[src/rtl/lsu_pkg.sv]
// Shared definitions for the load/store unit: funct3 encodings, FSM states
// and small decode helpers for access size and legality.
package lsu_pkg;

    localparam logic [2:0] F3_B  = 3'd0;
    localparam logic [2:0] F3_H  = 3'd1;
    localparam logic [2:0] F3_W  = 3'd2;
    localparam logic [2:0] F3_BU = 3'd4;
    localparam logic [2:0] F3_HU = 3'd5;

    typedef enum logic [1:0] {
        IDLE = 2'd0,
        ACC0 = 2'd1,
        ACC1 = 2'd2,
        RESP = 2'd3
    } lsu_state_e;

    // Right-aligned byte-lane mask for the access size encoded in funct3.
    function automatic logic [3:0] size_mask(input logic [2:0] funct3);
        case (funct3)
            F3_B, F3_BU: size_mask = 4'b0001;
            F3_H, F3_HU: size_mask = 4'b0011;
            F3_W:        size_mask = 4'b1111;
            default:     size_mask = 4'b0000;
        endcase
    endfunction

    // Number of bytes touched by the access (1, 2 or 4).
    function automatic logic [2:0] size_bytes(input logic [2:0] funct3);
        case (funct3[1:0])
            2'd1:    size_bytes = 3'd2;
            2'd2:    size_bytes = 3'd4;
            default: size_bytes = 3'd1;
        endcase
    endfunction

    // Stores only have signless B/H/W; loads add the unsigned B/H forms.
    function automatic logic f3_legal(input logic store, input logic [2:0] funct3);
        if (store)
            f3_legal = (funct3 == F3_B) || (funct3 == F3_H) || (funct3 == F3_W);
        else
            f3_legal = (funct3 == F3_B) || (funct3 == F3_H) || (funct3 == F3_W) ||
                       (funct3 == F3_BU) || (funct3 == F3_HU);
    endfunction

endpackage

[src/rtl/lsu_align.sv]
// Combinational byte-lane steering for stores and extraction/extension for
// loads. hi_phase selects the upper-word half of a split access.
module lsu_align
    import lsu_pkg::*;
(
    input  logic [2:0]  funct3,
    input  logic [1:0]  off,
    input  logic        hi_phase,
    input  logic [31:0] wdata,
    input  logic [31:0] lo_data,
    input  logic [31:0] hi_data,
    output logic [3:0]  strb,
    output logic [31:0] sdata,
    output logic [31:0] rdata
);

    logic [7:0]  mask_shl;
    logic [3:0]  mask;
    logic [63:0] window;

    // Store path: low word shifts lanes up by off, upper word takes the spill-over.
    always_comb begin
        mask     = size_mask(funct3);
        mask_shl = {4'b0000, mask} << off;
        if (!hi_phase) begin
            strb  = mask_shl[3:0];
            sdata = wdata << {off, 3'b000};
        end else begin
            strb  = mask >> (3'd4 - {1'b0, off});
            sdata = wdata >> (6'd32 - {1'b0, off, 3'b000});
        end
    end

    // Load path: shift the two-word window down by off, then size/extend.
    always_comb begin
        window = {hi_data, lo_data} >> {off, 3'b000};
        case (funct3)
            F3_B:    rdata = {{24{window[7]}}, window[7:0]};
            F3_H:    rdata = {{16{window[15]}}, window[15:0]};
            F3_W:    rdata = window[31:0];
            F3_BU:   rdata = {24'h000000, window[7:0]};
            F3_HU:   rdata = {16'h0000, window[15:0]};
            default: rdata = 32'h0000_0000;
        endcase
    end

endmodule

[src/rtl/lsu_mem_ctrl.sv]
// Load/store unit between the pipeline and a byte-strobed data memory.
// One request in flight; IDLE -> ACC0 [-> ACC1] -> RESP.
// Build option LSU_MISALIGN_SPLIT_EN: when defined, word-crossing accesses
// are split into two memory cycles; otherwise they fault without touching
// memory. Faulted responses always carry zero read data.
module lsu_mem_ctrl
    import lsu_pkg::*;
#(
    parameter int AWIDTH = 32,
    parameter int DWIDTH = 32
) (
    input  logic                clk,
    input  logic                rst,
    input  logic                req_valid_i,
    output logic                req_ready_o,
    input  logic                req_store_i,
    input  logic [2:0]          req_funct3_i,
    input  logic [AWIDTH-1:0]   req_addr_i,
    input  logic [DWIDTH-1:0]   req_wdata_i,
    output logic                resp_valid_o,
    input  logic                resp_ready_i,
    output logic [DWIDTH-1:0]   resp_rdata_o,
    output logic                resp_fault_o,
    output logic [AWIDTH-1:0]   mem_addr_o,
    output logic [DWIDTH-1:0]   mem_data_o,
    output logic [DWIDTH/8-1:0] mem_write_strb_o,
    output logic                mem_read_en_o,
    output logic                mem_write_en_o,
    input  logic [DWIDTH-1:0]   mem_data_i,
    input  logic                mem_data_vld_i
);

`ifdef LSU_MISALIGN_SPLIT_EN
    localparam bit SPLIT_EN = 1'b1;
`else
    localparam bit SPLIT_EN = 1'b0;
`endif

    lsu_state_e        state_reg, state_next;
    logic              store_reg;
    logic [2:0]        funct3_reg;
    logic [AWIDTH-1:0] addr_reg;
    logic [DWIDTH-1:0] wdata_reg;
    logic [DWIDTH-1:0] lo_reg;
    logic              fault_reg;
    logic [DWIDTH-1:0] hi_data;
    logic              req_legal;
    logic              req_cross;
    logic              align_hi;
    logic [3:0]        align_strb;
    logic [31:0]       align_sdata;
    logic [31:0]       align_rdata;

    assign req_legal = f3_legal(req_store_i, req_funct3_i);
    assign req_cross = ({1'b0, req_addr_i[1:0]} + size_bytes(req_funct3_i)) > 3'd4;

`ifdef LSU_MISALIGN_SPLIT_EN
    logic [DWIDTH-1:0] hi_reg;
    logic              cross_reg;
    logic [AWIDTH-3:0] word_next;

    assign hi_data   = hi_reg;
    assign cross_reg = ({1'b0, addr_reg[1:0]} + size_bytes(funct3_reg)) > 3'd4;
    // Upper word of a split access; wraps at the top of the address space.
    assign word_next = addr_reg[AWIDTH-1:2] + {{(AWIDTH-3){1'b0}}, 1'b1};
`else
    assign hi_data = '0;
`endif

    // State register plus request capture and load-data/fault accumulation.
    always_ff @(posedge clk or negedge rst) begin
        if (!rst) begin
            state_reg  <= IDLE;
            store_reg  <= 1'b0;
            funct3_reg <= 3'd0;
            addr_reg   <= '0;
            wdata_reg  <= '0;
            lo_reg     <= '0;
            fault_reg  <= 1'b0;
`ifdef LSU_MISALIGN_SPLIT_EN
            hi_reg     <= '0;
`endif
        end else begin
            state_reg <= state_next;
            case (state_reg)
                IDLE: begin
                    if (req_valid_i) begin
                        store_reg  <= req_store_i;
                        funct3_reg <= req_funct3_i;
                        addr_reg   <= req_addr_i;
                        wdata_reg  <= req_wdata_i;
                        fault_reg  <= !req_legal || (req_cross && !SPLIT_EN);
                    end
                end
                ACC0: begin
                    if (!store_reg) begin
                        lo_reg <= mem_data_i;
                        if (!mem_data_vld_i)
                            fault_reg <= 1'b1;
                    end
                end
`ifdef LSU_MISALIGN_SPLIT_EN
                ACC1: begin
                    if (!store_reg) begin
                        hi_reg <= mem_data_i;
                        if (!mem_data_vld_i)
                            fault_reg <= 1'b1;
                    end
                end
`endif
                default: ;
            endcase
        end
    end

    // Next-state decode and per-state drive of handshake and memory outputs.
    always_comb begin
        state_next       = state_reg;
        req_ready_o      = 1'b0;
        resp_valid_o     = 1'b0;
        mem_read_en_o    = 1'b0;
        mem_write_en_o   = 1'b0;
        mem_addr_o       = '0;
        mem_data_o       = '0;
        mem_write_strb_o = '0;
        align_hi         = 1'b0;
        case (state_reg)
            IDLE: begin
                // Ready is masked while reset is held so every output reads 0.
                req_ready_o = rst;
                if (req_valid_i && rst) begin
                    if (!req_legal || (req_cross && !SPLIT_EN))
                        state_next = RESP;
                    else
                        state_next = ACC0;
                end
            end
            ACC0: begin
                mem_addr_o       = {addr_reg[AWIDTH-1:2], 2'b00};
                mem_data_o       = align_sdata;
                mem_write_strb_o = align_strb;
                mem_read_en_o    = !store_reg;
                mem_write_en_o   = store_reg;
`ifdef LSU_MISALIGN_SPLIT_EN
                state_next = cross_reg ? ACC1 : RESP;
`else
                state_next = RESP;
`endif
            end
`ifdef LSU_MISALIGN_SPLIT_EN
            ACC1: begin
                align_hi         = 1'b1;
                mem_addr_o       = {word_next, 2'b00};
                mem_data_o       = align_sdata;
                mem_write_strb_o = align_strb;
                mem_read_en_o    = !store_reg;
                mem_write_en_o   = store_reg;
                state_next       = RESP;
            end
`endif
            RESP: begin
                resp_valid_o = 1'b1;
                if (resp_ready_i)
                    state_next = IDLE;
            end
            default: state_next = IDLE;
        endcase
    end

    lsu_align u_align (
        .funct3   (funct3_reg),
        .off      (addr_reg[1:0]),
        .hi_phase (align_hi),
        .wdata    (wdata_reg),
        .lo_data  (lo_reg),
        .hi_data  (hi_data),
        .strb     (align_strb),
        .sdata    (align_sdata),
        .rdata    (align_rdata)
    );

    // Response fields are only non-zero while presenting a response.
    assign resp_fault_o = (state_reg == RESP) && fault_reg;
    assign resp_rdata_o = ((state_reg == RESP) && !store_reg && !fault_reg) ? align_rdata : '0;

endmodule

[config.mk]
export PLATFORM = sky130hd
export DESIGN_NAME = lsu_mem_ctrl
export DESIGN_NICKNAME = d
export VERILOG_FILES = /design/src/rtl/lsu_pkg.sv /design/src/rtl/lsu_align.sv /design/src/rtl/lsu_mem_ctrl.sv
export SDC_FILE = /design/constraint.sdc
export NUM_CORES = 1
export LEC_CHECK = 0
export BUFFER_PORTS_ARGS = -buffer_cell sky130_fd_sc_hd__buf_2
export CORE_MARGIN = 4
export CORE_UTILIZATION = 40
export CTS_BUF_LIST = sky130_fd_sc_hd__clkbuf_4 sky130_fd_sc_hd__clkbuf_8
export DETAILED_ROUTE_END_ITERATION = 10
export GPL_TIMING_DRIVEN = 0
export PLACE_DENSITY = 0.64
export SYNTH_ARGS = -nofsm -noshare
export SYNTH_HDL_FRONTEND = slang
export SYNTH_SLANG_ARGS = --single-unit
[constraint.sdc]
create_clock -name clk -period 2.3 [get_ports clk]
set_input_delay 0.46 -clock clk [delete_from_list [all_inputs] [get_ports clk]]
set_output_delay 0.46 -clock clk [all_outputs]
set_load 0.05 [all_outputs]
==> results.cfg <==
[worst_setup_path]
critPathSlowestCell = or4_4
path_delay_family = buffers and inverters
crit_chain = buf_6 -> mux2i_4 -> mux2_4 -> or4_4 -> buf_12 -> a21oi_4 -> buf_6
end_kind = primary output
critPathRequiredTime_ns = 1.84
crit_top_cell = buf_6
startpoint_type = register
cp_max_fo = 8
crit_buf_inv = 3
crit_arrival_ns = 2.30
crit_type = reg2out
max_stage_delay_ns = 0.43

[pwr]
clkPwrFrac_pct = 8.6
power_density_mw_per_mm2 = 1581
power.switching_mw = 6.728
intPower_mw = 7.629
total_power_mw = 14.36
peakVddDrop_mv = 0.9107
leakagePower_nw = 4.097
netSwitchingFraction_pct = 46.86
pwr-share-comb_pct = 66.1
p_seq_share_pct = 25.4

[synthesis]
ys_async_sr_fraction_pct = 100.0
synth_seq_cells = 103
synth_top_area_share_pct = 45.45
yosysTopAreaCell = dfrtp_1
yosysWarnings = 0
ys_seq_area_share_pct = 45.45
syn_area_per_cell_um2 = 11.03
synthCells = 514
synth.area.top_cells = dfrtp_1 (45%), mux2_2 (20%), mux2i_1 (6.2%)
netlist_area_mm2 = 0.005670
synth_edf_count = 0
ys_types = 40
ys.flop_type = dfrtp_1

[timing]
hold_ws_ns = 0.03686
finalClockSkew_ns = 0.005568
setup_viol = 67
period_needed_ns = 2.758
worst_pin_slew_ns = 0.5092
rsz0062_at_grt = true
hold_viol = 0
fin_crit_sh_pct = 119.9
finalMaxSlewViolations = 0
slew-limit-headroom_pct = 66.05
worst_slack_ns = -0.4585
fmax_mhz = 362.5

[place]
dp_cells = 903
place_congestion = 0.8257
dp_hpwl_um = 12690
portBuffers = 207

[global_routing]
grt_pass1_vias = 5242
grt_first_pass_wirelength_um = 27980
overflow = 0
grt_max_degree = 69
grt.total_usage_pct = 21.90
antenna_found_initial = 1

[routing]
drtIter0Drc = 335
via_per_inst = 5.277
wl_per_cell_um = 19.70
vias = 5103
routed_wl_um = 19050
drtPass1Iterations = 5
ant_nets = 0
drc = 0

[floorplan]
core_mm2 = 0.01388
die_y_um = 127.1
ios = 210
die_width_um = 127.1
die_area_mm2 = 0.01615
start_util_pct = 40.85
rows = 43

[clock_network]
clk_path_buf_depth = 2
clock-sinks = 103
path_clk_slew_ns = 0.10
clk_latency_ns = 0.38
cts_buffers = 9
htree_levels = 3
ctsHoldBuffers = 0
cts_root_buf = clkbuf_8
cts_tree = yes

[final_layout]
fin_cells = 967
n_antenna_cell = 0
synthToLayoutAreaGrowth_pct = 60.11
finalCoreUtilization_pct = 65.40
layout-drive-gt1-share_pct = 66.96
nets = 893

[worst_hold_path]
hp-class = in2async

[outcome]
outcome = complete, but fails checks
failed_checks = negative setup slack

[flow_run]
maxCapViolCount = 0
[cell usage in the layout, fill, tap and decap left out, drive strengths merged, types with 2 or more instances in the layout]
cell type	count
nand2b	4
inv	11
nor2	39
buf	269
o21ai	21
nor2b	17
clkinv	3
mux2i	35
dfrtp	103
o211ai	3
mux2	100
a21oi	20
and3	3
ha	5
and2	47
nand2	20
a2bb2oi	2
clkbuf	37
a211oi	30
conb	2
[stage by stage]
stage	instance area (um^2)	setup TNS, ns	worst slack (ns)
after global routing	9079	-24.02	-0.5270
after floorplan	5871	-2.502	-0.3872
after CTS	8537	-14.21	-0.4725
after detailed placement	7162	-11.86	-0.3791
final	9079	-18.72	-0.4585
after global placement	7132	-58.08	-1.042
[layer usage]
metal,up-vias,wire length (um),global-route usage [%]
met5,-,7,0
met4,2,525,8.959
met3,39,1251,5.100
met2,209,9510,35.59
met1,2536,7751,28.27
li1,2317,-,-
[final timing paths]
kind | to | from | slack (ns) | cells past startpoint
worst min-delay path | addr_reg[22]$_DFFE_PN0P_ | rst | 0.04 | 1
max in group asynchronous | funct3_reg[1]$_DFFE_PN0P_ | rst | 1.56 | 2
worst max register to register | wdata_reg[18]$_DFFE_PN0P_ | state_reg[0]$_DFFE_PN0P_ | 0.20 | 6
worst max-delay path | resp_rdata_o[8] | addr_reg[0]$_DFFE_PN0P_ | -0.46 | 7
min in group clk | wdata_reg[5]$_DFFE_PN0P_ | req_wdata_i[5] | 0.30 | 2
worst min register to register | wdata_reg[30]$_DFFE_PN0P_ | wdata_reg[30]$_DFFE_PN0P_ | 0.51 | 1
[power by group through the flow]
stage          Clock, mW  Sequential (mW)  Combinational [mW]
3_5_place_dp           0             3.44                6.75
5_1_grt             1.32             3.76                9.93
6_report            1.23             3.64                9.48
2_1_floorplan          0             3.21                5.35
4_1_cts             1.26             3.54                8.44
3_3_place_gp           0             3.40                6.64
[logic make-up after synthesis]
family	share of synthesized area (%)
xor+xnor	0.1545
simple gates	13.06
compound gates	9.466
fa+ha+maj	1.456
buf+inv	4.303
other cells	0.06613
flops	45.45
mux	26.04
[layout make-up]
| cell class | instances | area, um^2 |
|---|---|---|
| sequential | 103 | 2582 |
| clock buffer | 11 | 151.4 |
| timing repair buffer | 257 | 2090 |
| inverter | 11 | 41.29 |
| buffer | 38 | 396.6 |
| tap | 180 | 225.2 |
| clock inverter | 5 | 56.30 |
| multi-input combinational | 362 | 3536 |
| fill | 1062 | 4802 |
[worst register-to-register path, cell delays in order, from the launching register on]
cell and delay [ns]:
dfrtp_2 0.45, buf_4 0.15, inv_1 0.09, and3_1 0.15, clkbuf_1 0.38, buf_2 0.40, mux2_2 0.38
[what timing repair did]
action,4_1_cts,5_1_grt
pin swaps,39,23
setup buffers,25,20
gates resized for setup,257,116
cloned,5,1
endpoints found under the setup margin,99,99
[cells in the mapped netlist (3+ instances only)]
master / count
and2_1: 46
mux2_2: 100
buf_6: 3
a21oi_2: 8
nand2_1: 20
nor2_1: 37
ha_1: 5
buf_2: 18
inv_1: 11
a211oi_1: 30
mux2i_1: 35
nor2b_1: 17
dfrtp_1: 103
buf_1: 3
o211ai_1: 3
and3_1: 3
a21oi_1: 12
nand2b_1: 4
o21ai_0: 20
clkbuf_1: 14
No activity file was read; power rests on OpenSTA's default activity.
